[config.mk]
export PLATFORM = sky130hd
export DESIGN_NAME = prbs_led_status
export DESIGN_NICKNAME = d
export VERILOG_FILES = /design/src/rtl/prbs_led_status.sv
export SDC_FILE = /design/constraint.sdc
export NUM_CORES = 1
export LEC_CHECK = 0
export CORE_MARGIN = 2
export CORE_UTILIZATION = 55
export CTS_BUF_LIST = sky130_fd_sc_hd__clkbuf_2
export CTS_CLUSTER_SIZE = 40
export DETAILED_ROUTE_END_ITERATION = 10
export PLACE_DENSITY_LB_ADDON = 0.1
export SLEW_MARGIN = 20
export SYNTH_ARGS = -nofsm -noshare
export SYNTH_HDL_FRONTEND = slang
export SYNTH_SLANG_ARGS = --single-unit
[constraint.sdc]
create_clock -name clk -period 2.5 [get_ports clk]
set_input_delay 0.625 -clock clk [delete_from_list [all_inputs] [get_ports clk]]
set_output_delay 0.625 -clock clk [all_outputs]
set_load 0.02 [all_outputs]
[src/rtl/prbs_led_status.sv]
// Board LED status for PRBS link test: link/test/error/fail indicators plus a
// saturating counter of PRBS error cycles that were not injected on purpose.
//
// state    | meaning
// ---------+--------------------------------------------------------------
// IDLE     | link not up; led[0] blinks slow
// LINKED   | link up, checker idle; led[0] solid
// CHECKING | checker running, no pass yet; led[1] blinks fast
// PASS     | self-test passed, no counted error since last clear; led[1] solid
// FAIL     | counted error seen since last clear; led[3] solid
module prbs_led_status #(
    parameter int BLINK_DIV      = 25000000,
    parameter int STRETCH_CYCLES = 2500000
) (
    input  logic        clk,
    input  logic        reset_n,
    input  logic        alldone,
    input  logic [2:0]  rx_prbs_mode,
    input  logic        error_inject,
    input  logic        prbscntreset,
    input  logic        rx_prbs_err,
    input  logic        prbs_test_pass,
    output logic [3:0]  led,
    output logic [15:0] err_count
);

    localparam int PW = (BLINK_DIV > 2) ? $clog2(BLINK_DIV) : 1;
    localparam int SW = $clog2(STRETCH_CYCLES + 1);
    localparam logic [PW-1:0] PRESC_MAX    = PW'(BLINK_DIV - 1);
    localparam logic [SW-1:0] STRETCH_LOAD = SW'(STRETCH_CYCLES);

    typedef enum logic [2:0] {
        ST_IDLE     = 3'd0,
        ST_LINKED   = 3'd1,
        ST_CHECKING = 3'd2,
        ST_PASS     = 3'd3,
        ST_FAIL     = 3'd4
    } state_t;

    state_t          r_state;
    state_t          w_state_nxt;
    logic [PW-1:0]   r_presc;
    logic [2:0]      r_phase;
    logic [SW-1:0]   r_stretch;
    logic [15:0]     r_err_count;

    logic            w_tick;
    logic            w_slow;
    logic            w_fast;
    logic            w_mode_active;
    logic            w_counted_err;
    logic [3:0]      w_led;

    assign w_tick        = (r_presc == PRESC_MAX);
    assign w_slow        = r_phase[2];
    assign w_fast        = r_phase[0];
    assign w_mode_active = |rx_prbs_mode;
    assign w_counted_err = rx_prbs_err && !error_inject &&
                           ((r_state == ST_PASS) || (r_state == ST_FAIL));

    // Blink timebase: prescaler wraps at BLINK_DIV-1, phase steps on each wrap.
    always_ff @(posedge clk) begin
        if (!reset_n) begin
            r_presc <= '0;
            r_phase <= '0;
        end else if (w_tick) begin
            r_presc <= '0;
            r_phase <= r_phase + 3'd1;
        end else begin
            r_presc <= r_presc + PW'(1);
        end
    end

    always_ff @(posedge clk) begin
        if (!reset_n) begin
            r_state <= ST_IDLE;
        end else begin
            r_state <= w_state_nxt;
        end
    end

    always_comb begin
        w_state_nxt = r_state;
        if (!alldone) begin
            w_state_nxt = ST_IDLE;
        end else if (!w_mode_active &&
                     ((r_state == ST_CHECKING) || (r_state == ST_PASS) ||
                      (r_state == ST_FAIL))) begin
            w_state_nxt = ST_LINKED;
        end else begin
            case (r_state)
                ST_IDLE:     w_state_nxt = ST_LINKED;
                ST_LINKED:   if (w_mode_active)  w_state_nxt = ST_CHECKING;
                ST_CHECKING: if (prbs_test_pass) w_state_nxt = ST_PASS;
                ST_PASS:     if (w_counted_err)  w_state_nxt = ST_FAIL;
                ST_FAIL:     if (prbscntreset)   w_state_nxt = ST_PASS;
                default:     w_state_nxt = ST_IDLE;
            endcase
        end
    end

    // Clear beats a same-cycle increment; the count survives link drops.
    always_ff @(posedge clk) begin
        if (!reset_n) begin
            r_err_count <= '0;
        end else if (prbscntreset) begin
            r_err_count <= '0;
        end else if (w_counted_err && (r_err_count != 16'hFFFF)) begin
            r_err_count <= r_err_count + 16'd1;
        end
    end

    always_ff @(posedge clk) begin
        if (!reset_n) begin
            r_stretch <= '0;
        end else if (prbscntreset) begin
            r_stretch <= '0;
        end else if (w_counted_err) begin
            r_stretch <= STRETCH_LOAD;
        end else if (r_stretch != '0) begin
            r_stretch <= r_stretch - SW'(1);
        end
    end

    // Pure decode of registered state so a state change shows on the same edge.
    always_comb begin
        w_led    = 4'b0000;
        w_led[2] = (r_stretch != '0);
        case (r_state)
            ST_IDLE: begin
                w_led[0] = w_slow;
            end
            ST_LINKED: begin
                w_led[0] = 1'b1;
            end
            ST_CHECKING: begin
                w_led[0] = 1'b1;
                w_led[1] = w_fast;
            end
            ST_PASS: begin
                w_led[0] = 1'b1;
                w_led[1] = 1'b1;
            end
            ST_FAIL: begin
                w_led[0] = 1'b1;
                w_led[3] = 1'b1;
            end
            default: begin
                w_led[0] = 1'b0;
            end
        endcase
    end

    assign led       = w_led;
    assign err_count = r_err_count;

endmodule

==> results of run 1 <==
[registers in the layout, indices dropped and copies added, names as in the netlist]
signal     count
r_state        3
r_stretch     22
r_phase        3
r_presc       25
err_count     16
[synth_stat cells, types with 3 or more instances]
cell type and instances:
sky130_fd_sc_hd__dfxtp_1 69, sky130_fd_sc_hd__nand3_1 20, sky130_fd_sc_hd__or3_1 5, sky130_fd_sc_hd__and3_1 5, sky130_fd_sc_hd__nor3_1 11, sky130_fd_sc_hd__inv_1 7, sky130_fd_sc_hd__nor2b_1 4, sky130_fd_sc_hd__mux2i_1 4
sky130_fd_sc_hd__o21ai_0 4, sky130_fd_sc_hd__xor2_1 25, sky130_fd_sc_hd__a2111oi_0 4, sky130_fd_sc_hd__or4_1 5, sky130_fd_sc_hd__nand2b_1 8, sky130_fd_sc_hd__nor4_1 11, sky130_fd_sc_hd__o211ai_1 3, sky130_fd_sc_hd__and2_1 4
sky130_fd_sc_hd__and4_1 4, sky130_fd_sc_hd__ha_1 5, sky130_fd_sc_hd__nand2_1 23, sky130_fd_sc_hd__xnor2_1 25, sky130_fd_sc_hd__buf_2 6, sky130_fd_sc_hd__a211oi_1 7, sky130_fd_sc_hd__clkbuf_1 6, sky130_fd_sc_hd__nor2_1 56
sky130_fd_sc_hd__a21oi_1 22, sky130_fd_sc_hd__nand4_1 12
[repair_timing]
action                                  in CTS  in global routing
hold buffers                                 0                  0
endpoints found under the setup margin       4                  2
pin swaps                                    1                  3
setup buffers                                0                  1
resized for setup                           10                  7
[cell type report]
type	count	area (um^2)	share of cell area (%)
Sequential cell	69	1390	35.0
Multi-Input combinational cell	298	1940	48.7
Clock inverter	5	51.3	1.29
Clock buffer	11	55.1	1.38
Tap cell	75	93.8	2.36
Timing Repair Buffer	47	423	10.6
Inverter	7	26.3	0.661
[report_power, final]
| group | leakage, nW | internal [mW] | switching, mW |
|---|---|---|---|
| logic | 0.814 | 1.32 | 1.51 |
| clock network | 0.0694 | 0.233 | 0.381 |
| registers | 0.561 | 1.27 | 0.147 |
| total | 1.44 | 2.82 | 2.04 |
[layout by cell type, fill, tap and decap left out, types with 5 or more instances in the layout]
cell type / n
sky130_fd_sc_hd__nand3_1: 20
sky130_fd_sc_hd__clkbuf_2: 11
sky130_fd_sc_hd__buf_4: 18
sky130_fd_sc_hd__or3_1: 5
sky130_fd_sc_hd__a21oi_1: 22
sky130_fd_sc_hd__a211oi_1: 7
sky130_fd_sc_hd__xor2_1: 25
sky130_fd_sc_hd__xnor2_1: 25
sky130_fd_sc_hd__nor3_1: 11
sky130_fd_sc_hd__or4_1: 5
sky130_fd_sc_hd__clkdlybuf4s50_1: 25
sky130_fd_sc_hd__and3_1: 5
sky130_fd_sc_hd__inv_1: 7
sky130_fd_sc_hd__nor4_1: 11
sky130_fd_sc_hd__ha_1: 5
sky130_fd_sc_hd__nor2_1: 56
sky130_fd_sc_hd__nand2_1: 23
sky130_fd_sc_hd__nand4_1: 12
sky130_fd_sc_hd__nand2b_1: 8
sky130_fd_sc_hd__dfxtp_1: 64
[path summary, 6_finish.rpt]
path	start	endpoint	slack, ps	depth (start not counted)
max	r_stretch[3]	led[2]	-140	4
min	r_stretch[16]	r_stretch[16]	510	2
max reg2reg	r_stretch[3]	r_stretch[5]	320	6
min reg2reg	r_stretch[16]	r_stretch[16]	510	2
[worst min-delay path, stage by stage, from the launching register on]
cell and delay (ps):
sky130_fd_sc_hd__dfxtp_1 370, sky130_fd_sc_hd__nand2_1 60, sky130_fd_sc_hd__a21oi_1 50
[logic make-up after synthesis]
logic type	share of synthesized area [%]
flip-flops	40.6
buffers and inverters	2.76
AND/OR/NAND/NOR	29.9
multiplexers	1.18
AO/OA/AOI/OAI	10.8
XOR/XNOR	12.9
adder cells (fa/ha/maj)	1.84
[layer usage]
layer / vias to the layer above / part of all wire [%]
met1: 1372 / 48
met2: 47 / 47
met3: 8 / 3.4
met4: 0 / 1.0
met5: - / 0
li1: 1479 / -
[metrics by stage]
stage                     TNS, ps  util [%]
final                        -137      66.8
after global routing         -229      66.8
after CTS                    -170      66.3
after detailed placement        0      64.6
after global placement          0      64.6
after floorplan                 0         -
==> flow_metrics.tcl, run 1 <==
set metrics [dict create \
    placementRows 28 \
    design.final.nets 447 \
    asyncSetResetFlopFracSynth_pct 0 \
    worstPathMaxFanout 2 \
    clock_tree.buffer_depth 2 \
    cell_by_cell_trace_of_the_critical_path "or4_4 > nor4_4 > nand3b_4 > buf_6" \
    timing.critical_path.max_delay_family "simple AND/OR/NAND/NOR gates" \
    insertedDiodeCount 0 \
    yosys-top-cells-area "sky130_fd_sc_hd__dfxtp_1 41%, sky130_fd_sc_hd__xnor2_1 6.4%, sky130_fd_sc_hd__xor2_1 6.4%, sky130_fd_sc_hd__nor2_1 6.2%, sky130_fd_sc_hd__a21oi_1 3.2%" \
    met2_usage_grt_pct 36.1 \
    place_area_mm2 0.00384 \
    initial_antenna_violation_count 0 \
    fin_crit_ps 2640 \
    use_met3_pct 5.22 \
    detail_route.drc_violations 0 \
    place_hpwl_um 4640 \
    clk_transition_reported_paths_ps 180 \
    floorplan.die_area_mm2 0.00683 \
    timing.critical_path.from_type "flip-flop" \
    worst-slew-pin-transition_ps 702 \
    dp_slack_ps 14.0 \
    cts_sinks 69 \
    end_kind "primary output" \
    area_delta_synth_final_pct 16.9 \
    synth_fp_nets 403 \
    grtUsageTotal_pct 21.2 \
    worst_path_largest_cell_delay_ps 550 \
    gr-max-usage-layer "met2" \
    fp.coreArea_mm2 0.00596 \
    synth_edf_count 0 \
    power.density_cell_area_mw_per_mm2 1220 \
    number_of_flip_flops_and_latches_in_the_synthesized_netlist 69 \
    drt_pass1_iterations 4 \
    share_of_post_route_cells_with_drive_strength_above_1_pct 11.7 \
    clkLatencyLatePin_ps 480 \
    fin_worst_skew_ps 12.1 \
    fmaxAchievable_mhz 379 \
    synth-seq-area-share_pct 40.6 \
    maximum_vdd_drop_uv 1390 \
    maxSlewViolCount 0 \
    chipHeight_um 82.6 \
    crit_buf_inv 1 \
    floorplan.initialDensity_pct 57.1 \
    synth_warnings 0 \
    rsz_0062_raised_after_global_routing "true" \
    worst-endpoint-arrival_ps 2010 \
    h-tree-depth 3 \
    place.port_buffers 29 \
    postSynthAreaPerCell_um2 8.76 \
    tritoncts "built" \
    maximum_number_of_pins_on_one_net_before_global_route_repair 25 \
    wirelength_um 6650 \
    hold_slack_ps 505 \
    wire_length_of_the_first_global_routing_pass_um 11300 \
    groute.layer.met1.usage_pct 26.4 \
    grt_remaining_overflow 0 \
    setup_viol 1 \
    fin_cells 512 \
    gp_routability_congestion 0.788 \
    cap_violations 0 \
    run_status "finished with violations" \
    drt_iter0_markers 123 \
    min-delay-path-class "reg -> reg" \
    timing.setup.critical_path_class "reg -> out" \
    drtAntennaViolNets 0 \
    wl_per_cell_um 13.0 \
    p_leak_nw 1.44 \
    place.detailed.instances 495 \
    synth_top_area_share_pct 40.6 \
    cp.required_ps 1880 \
    die-width_um 82.6 \
    slew-limit-headroom_pct 52.8 \
    pin_count 30 \
    ys_types 52 \
    failed_checks "negative setup slack" \
    number_of_buffers_created_by_cts 9 \
    num_vias 2906 \
    worst_slack_ps -137 \
    average_via_count_per_standard_cell 5.68 \
    final_design_area_no_fill_mm2 0.00398 \
    crit_path_top_delay_cell "sky130_fd_sc_hd__or4_4" \
    hold_viol_final 0 \
    via_count_of_the_first_global_routing_pass 2640 \
    fillers 514 \
    synth_cells 388 \
    post-layout-total-power_mw 4.86 \
    post-synth-top-area-cell "sky130_fd_sc_hd__dfxtp_1" \
    syn_area_mm2 0.00340 \
    finalCritPeriodShare_pct 105 \
    synth_flop_cell "sky130_fd_sc_hd__dfxtp_1" \
    clock-root-buffer "sky130_fd_sc_hd__clkbuf_2" \
]
Power figures use the tool's default switching activity.
==> run 2: changes to the inputs <==
--- a/config.mk
+++ b/config.mk
@@ -5,10 +5,11 @@
 export SDC_FILE = /design/constraint.sdc
 export NUM_CORES = 1
 export LEC_CHECK = 0
+export ABC_AREA = 1
 export CORE_MARGIN = 2
 export CORE_UTILIZATION = 55
 export CTS_BUF_LIST = sky130_fd_sc_hd__clkbuf_2
-export CTS_CLUSTER_SIZE = 40
+export CTS_CLUSTER_SIZE = 8
 export DETAILED_ROUTE_END_ITERATION = 10
 export PLACE_DENSITY_LB_ADDON = 0.1
 export SLEW_MARGIN = 20
==> flow_metrics.tcl, run 2 <==
set metrics [dict create \
    run_status "complete, no violations" \
    detail_route.drc_violations 0 \
    wl_per_cell_um 12.0 \
    hold_slack_ps 464 \
    via_count_of_the_first_global_routing_pass 3522 \
    asyncSetResetFlopFracSynth_pct 0 \
    design.final.nets 641 \
    place.detailed.instances 711 \
    whs_endpoint "r_presc[0]" \
    rr_endpoint "r_presc[15]" \
    critical_path.startpoint "r_state[0]" \
    maximum_number_of_pins_on_one_net_before_global_route_repair 25 \
    floorplan.die_area_mm2 0.00787 \
    synth-seq-area-share_pct 35.0 \
    h-tree-depth 3 \
    tritoncts "built" \
    seq_area_mm2 0.00138 \
    gp_routability_congestion 0.902 \
    grtUsageTotal_pct 23.8 \
    number_of_flip_flops_and_latches_in_the_synthesized_netlist 69 \
    setup_viol 0 \
    timing.hold.worst_path_depth 1 \
    synthXorXnorAreaFrac_pct 6.21 \
    cap_violations 0 \
    setup.reg_to_reg.worst_slack_ps 420 \
    adder_and_majority_cell_fraction_of_the_synthesized_area_pct 1.58 \
    synth.cells.most_frequent "149 x sky130_fd_sc_hd__nand2_1, 94 x sky130_fd_sc_hd__nor2_1, 69 x sky130_fd_sc_hd__dfxtp_1, 62 x sky130_fd_sc_hd__inv_1, 46 x sky130_fd_sc_hd__nand3_1" \
    floorplan.initialDensity_pct 57.5 \
    number_of_buffers_created_by_cts 9 \
    drt_pass1_iterations 6 \
    synth_most_common_cell "sky130_fd_sc_hd__nand2_1" \
    finalCritPeriodShare_pct 93.0 \
    end_kind "primary output" \
    min-delay-path-class "reg -> reg" \
    crit-reg2reg-launch "r_presc[0]" \
    placementRows 30 \
    ys_types 32 \
    clock_tree.buffer_depth 2 \
    fin_crit_ps 2330 \
    drt_iter0_markers 138 \
    hold_viol_final 0 \
    crit_path_top_delay_cell "sky130_fd_sc_hd__dfxtp_1" \
    synth_cells 592 \
    worst-slew-pin-transition_ps 662 \
    synth.mux.area_fraction_pct 0 \
    initial_antenna_violation_count 0 \
    number_of_flip_flops_in_the_largest_register 25 \
    area_delta_synth_final_pct 13.9 \
    final_common_cell "sky130_fd_sc_hd__nand2_1" \
    maximum_vdd_drop_uv 353 \
    fin_setup_tns_ps 0 \
    synth_edf_count 0 \
    clkLatencyLatePin_ps 520 \
    fin_worst_skew_ps 32.2 \
    rsz_0062_raised_after_global_routing "false" \
    synth_flop_cell "sky130_fd_sc_hd__dfxtp_1" \
    worstHoldStart "r_presc[0]" \
    max_flop_register "r_presc" \
    synth_fp_nets 607 \
    synth_compound_gate_area_share_pct 8.11 \
    p_leak_nw 1.74 \
    wire_length_of_the_first_global_routing_pass_um 14900 \
    timing.setup.critical_path_class "reg -> out" \
    fin_cells 727 \
    average_via_count_per_standard_cell 5.18 \
    chipHeight_um 88.7 \
    drtAntennaViolNets 0 \
    timing.critical_path.from_type "flip-flop" \
    worst_path_largest_cell_delay_ps 420 \
    share_of_post_route_cells_with_drive_strength_above_1_pct 10.5 \
    multi_input_comb_area_mm2 0.00228 \
    fmaxAchievable_mhz 430 \
    place.port_buffers 29 \
    wirelength_um 8730 \
    timing.reg2reg.worst_path_depth 8 \
    post-cts-setup-buffer-count 0 \
    synth_warnings 0 \
    fillers 639 \
    clock-root-buffer "sky130_fd_sc_hd__clkbuf_2" \
    yosys-top-cells-area "sky130_fd_sc_hd__dfxtp_1 35%, sky130_fd_sc_hd__nand2_1 14%, sky130_fd_sc_hd__nor2_1 8.9%, sky130_fd_sc_hd__inv_1 5.9%, sky130_fd_sc_hd__nand3_1 5.8%" \
    post-synth-top-area-cell "sky130_fd_sc_hd__dfxtp_1" \
    pin_count 30 \
    syn_area_mm2 0.00395 \
    power.density_cell_area_mw_per_mm2 851 \
    grt_remaining_overflow 0 \
    worst-endpoint-arrival_ps 1700 \
    synth_top_family_by_area "simple AND/OR/NAND/NOR gates" \
    cp.required_ps 1880 \
    most_frequent_cells_in_the_layout "149 x sky130_fd_sc_hd__nand2_1, 92 x sky130_fd_sc_hd__nor2_1, 67 x sky130_fd_sc_hd__dfxtp_1" \
    synth_top_area_share_pct 35.0 \
    clk_transition_reported_paths_ps 210 \
    cts_sinks 69 \
    maxSlewViolCount 0 \
    postSynthAreaPerCell_um2 6.67 \
    place_hpwl_um 6490 \
    worstPathMaxFanout 6 \
    fp.coreArea_mm2 0.00687 \
    insertedDiodeCount 0 \
    slew-limit-headroom_pct 55.5 \
    cell_by_cell_trace_of_the_critical_path "nor2_2 > nand2_1 > o21ai_0 > inv_1 > dlygate4sd2_1" \
    die-width_um 88.7 \
    synth_simple_gate_area_share_pct 41.1 \
    num_vias 3763 \
]
[run 2: changes by cell type in the layout (fill, tap and decap cells not counted), moves of 7 or more]
cell	change
sky130_fd_sc_hd__nand2_1	+126
sky130_fd_sc_hd__a21oi_2	+10
sky130_fd_sc_hd__a211oi_1	-7
sky130_fd_sc_hd__nor2_1	+36
sky130_fd_sc_hd__xnor2_1	-12
sky130_fd_sc_hd__inv_1	+55
sky130_fd_sc_hd__nor3_1	+15
sky130_fd_sc_hd__a21oi_1	+10
sky130_fd_sc_hd__nor4_1	-11
sky130_fd_sc_hd__xor2_1	-10
sky130_fd_sc_hd__nand2b_1	-8
sky130_fd_sc_hd__nand3_1	+25
sky130_fd_sc_hd__nor2_2	+10
sky130_fd_sc_hd__buf_4	-16
[run 2: cell families after synthesis]
group	after synthesis
AO/OA/AOI/OAI	55
flip-flops	69
XOR/XNOR	28
adder cells (fa/ha/maj)	5
AND/OR/NAND/NOR	361
buffers and inverters	74
[run 2: routing by layer]
| layer | vias to the layer above | global-route usage, % | share of wire (%) |
|---|---|---|---|
| met2 | 82 | 40.0 | 48 |
| met5 | - | 0 | 0 |
| li1 | 1952 | - | - |
| met3 | 18 | 4.48 | 4.1 |
| met4 | 0 | 9.64 | 2.0 |
| met1 | 1711 | 29.9 | 46 |
[run 2: worst max path at each step]
stage | cells after the start | end
after CTS | 6 | led[2]
after floorplan | 5 | led[2]
after global placement | 5 | led[2]
final | 5 | led[0]
after detailed placement | 5 | led[2]
after global routing | 5 | led[0]
[run 2: metrics by stage]
step	total power [mW]	worst slack [ps]	instance area [um^2]	utilization, %
4_1_cts	3.80	13.9	4490	65.3
2_1_floorplan	2.56	731	3950	-
5_1_grt	4.11	24.6	4490	65.4
6_report	3.83	175	4490	65.4
3_5_place_dp	2.90	211	4310	62.7
3_3_place_gp	2.88	280	4310	62.7
[run 2: final cells by class]
class / instances / share of cell area, %
Inverter: 66 / 5.57
Multi-Input combinational cell: 449 / 50.6
Timing Repair Buffer: 31 / 6.60
Clock inverter: 7 / 2.73
Tap cell: 96 / 2.67
Clock buffer: 9 / 1.00
Sequential cell: 69 / 30.8
[run 2: repair_timing]
item | in CTS | in global routing
endpoints found under the setup margin | 4 | 1
pin swaps | 0 | 0
resized for setup | 9 | 5
hold buffers | 0 | 0
[run 2: worst max-delay path, delay by kind of cell, from the launching register on]
family	cells	cell delay [ps]
AND/OR/NAND/NOR	2	230
buffers and inverters	2	380
flip-flops	1	420
AO/OA/AOI/OAI	1	160
[run 2: power by group]
group	switching [mW]	leakage [nW]	total, mW	internal, mW
logic	1.04	1.09	1.64	0.600
clock network	0.437	0.0887	0.872	0.435
registers	0.102	0.560	1.31	1.21
==> run 3: changes to the inputs <==
--- a/config.mk
+++ b/config.mk
@@ -11,8 +11,10 @@
 export CTS_BUF_LIST = sky130_fd_sc_hd__clkbuf_2
 export CTS_CLUSTER_SIZE = 8
 export DETAILED_ROUTE_END_ITERATION = 10
+export GPL_TIMING_DRIVEN = 0
 export PLACE_DENSITY_LB_ADDON = 0.1
-export SLEW_MARGIN = 20
+export RECOVER_POWER = 100
+export SLEW_MARGIN = 15
 export SYNTH_ARGS = -nofsm -noshare
 export SYNTH_HDL_FRONTEND = slang
 export SYNTH_SLANG_ARGS = --single-unit
==> flow_metrics.tcl, run 3 (synthesis gave the netlist of run 2 again) <==
set metrics [dict create \
    place_hpwl_um 6570 \
    timing.setup.critical_path_class "reg -> out" \
    worstPathMaxFanout 7 \
    wirelength_um 8640 \
    final_common_cell "sky130_fd_sc_hd__nand2_1" \
    min-delay-path-class "reg -> reg" \
    design.final.nets 647 \
    p_seq_share_pct 36.0 \
    clock-root-buffer "sky130_fd_sc_hd__clkbuf_2" \
    worst-endpoint-arrival_ps 1720 \
    share_clk_of_total_power_pct 20.5 \
    drt_pass1_iterations 5 \
    grtUsageTotal_pct 22.7 \
    floorplan.die_area_mm2 0.00787 \
    timing.reg2reg.worst_path_depth 9 \
    insertedDiodeCount 0 \
    hold_viol_final 0 \
    placementRows 30 \
    clk_transition_reported_paths_ps 190 \
    end_kind "primary output" \
    maximum_number_of_pins_on_one_net_before_global_route_repair 12 \
    crit_path_top_delay_cell "sky130_fd_sc_hd__dlygate4sd3_1" \
    timing.critical_path.depth 1 \
    wire_length_of_the_first_global_routing_pass_um 14200 \
    cts_sinks 69 \
    clkLatencyLatePin_ps 500 \
    slew-limit-headroom_pct 57.4 \
    maximum_vdd_drop_uv 458 \
    internal_power_mw 2.14 \
    power.net_switching_mw 1.49 \
    power.share.switching_pct 41.0 \
    h-tree-depth 3 \
    clock_tree.buffer_depth 2 \
    place.port_buffers 29 \
    ctsHoldBuffers 0 \
    comb_power_share_pct 43.5 \
    fillers 677 \
    crit_buf_inv 1 \
    maxSlewViolCount 0 \
    pin_count 30 \
    run_status "complete, no violations" \
    tritoncts "built" \
    cell_by_cell_trace_of_the_critical_path "dlygate4sd3_1" \
    worst_slack_ps 159 \
    most_frequent_cells_in_the_layout "153 x sky130_fd_sc_hd__nand2_1, 98 x sky130_fd_sc_hd__nor2_1, 68 x sky130_fd_sc_hd__dfxtp_1" \
    wl_per_cell_um 11.8 \
    average_via_count_per_standard_cell 5.13 \
    detail_route.drc_violations 0 \
    p_leak_nw 1.79 \
    drt_iter0_markers 166 \
    area_delta_synth_final_pct 12.1 \
    worst-slew-pin-transition_ps 635 \
    initial_antenna_violation_count 0 \
    hold_slack_ps 469 \
    power.density_cell_area_mw_per_mm2 820 \
    via_count_of_the_first_global_routing_pass 3310 \
    finalCritPeriodShare_pct 93.7 \
    number_of_buffers_created_by_cts 9 \
    cp.required_ps 1880 \
    dp_slack_ps 143 \
    fmaxAchievable_mhz 427 \
    timing.critical_path.max_delay_family "buffers and inverters" \
    timing.critical_path.from_type "flip-flop" \
    fin_crit_ps 2340 \
    cap_violations 0 \
    floorplan.initialDensity_pct 57.5 \
    number_of_flip_flops_in_the_largest_register 25 \
    post-cts-setup-buffer-count 0 \
    fin_cells 733 \
    place.detailed.instances 717 \
    timing.hold.worst_path_depth 1 \
    share_of_post_route_cells_with_drive_strength_above_1_pct 7.54 \
    rsz_0062_raised_after_global_routing "false" \
    max_flop_register "r_presc" \
    grt_remaining_overflow 0 \
    chipHeight_um 88.7 \
    num_vias 3759 \
    setup_viol 0 \
    fp.coreArea_mm2 0.00687 \
    fin_worst_skew_ps 23.6 \
    place_area_mm2 0.00436 \
    final_design_area_no_fill_mm2 0.00442 \
    gp_routability_congestion 0.914 \
    drtAntennaViolNets 0 \
    worst_path_largest_cell_delay_ps 720 \
    die-width_um 88.7 \
]
==> run 3: layout make-up <==
cell class	count	area, um^2	share of cell area [%]
multi-input combinational	449	2190	49.6
clock buffer	12	60.1	1.36
timing repair buffer	29	282	6.36
tap	96	120	2.71
buffer	8	63.8	1.44
sequential	69	1380	31.3
inverter	66	250	5.66
clock inverter	4	72.6	1.64
==> run 3: repair_timing <==
action / 4_1_cts / 5_1_grt
setup endpoints to repair: 4 / 1
endpoints found under the hold margin: 0 / 0
gates resized for setup: 9 / 4
==> run 3: metal layers <==
layer	vias up	wire [um]	global-route usage (%)
li1	1976	-	-
met1	1687	4030	27.9
met2	72	4020	38.2
met3	24	327	5.32
met4	0	261	9.50
met5	-	0	0
==> run 3: path summary, 6_finish.rpt <==
path,from,endpoint,slack [ps]
worst max-delay path,err_count[2],err_count[2],160
worst max register to register,err_count[1],err_count[6],250
worst min-delay path,r_presc[0],r_presc[0],470
worst min register to register,r_presc[0],r_presc[0],470
==> run 3: per-stage QoR <==
step	utilization, %	power [mW]	TNS (ps)
after global placement	63.4	2.84	0
after detailed placement	63.4	2.88	0
final	64.4	3.63	0
after CTS	65.5	3.64	-6.64
after global routing	64.4	3.90	0
after floorplan	-	2.56	0
==> run 3: power by group through the flow <==
stage               logic, mW  clock network, mW  registers [mW]
floorplan                1.26                  0            1.30
global placement         1.52                  0            1.32
detailed placement       1.55                  0            1.33
CTS                      1.57              0.764            1.30
global route             1.77              0.802            1.32
finish                   1.58              0.742            1.31
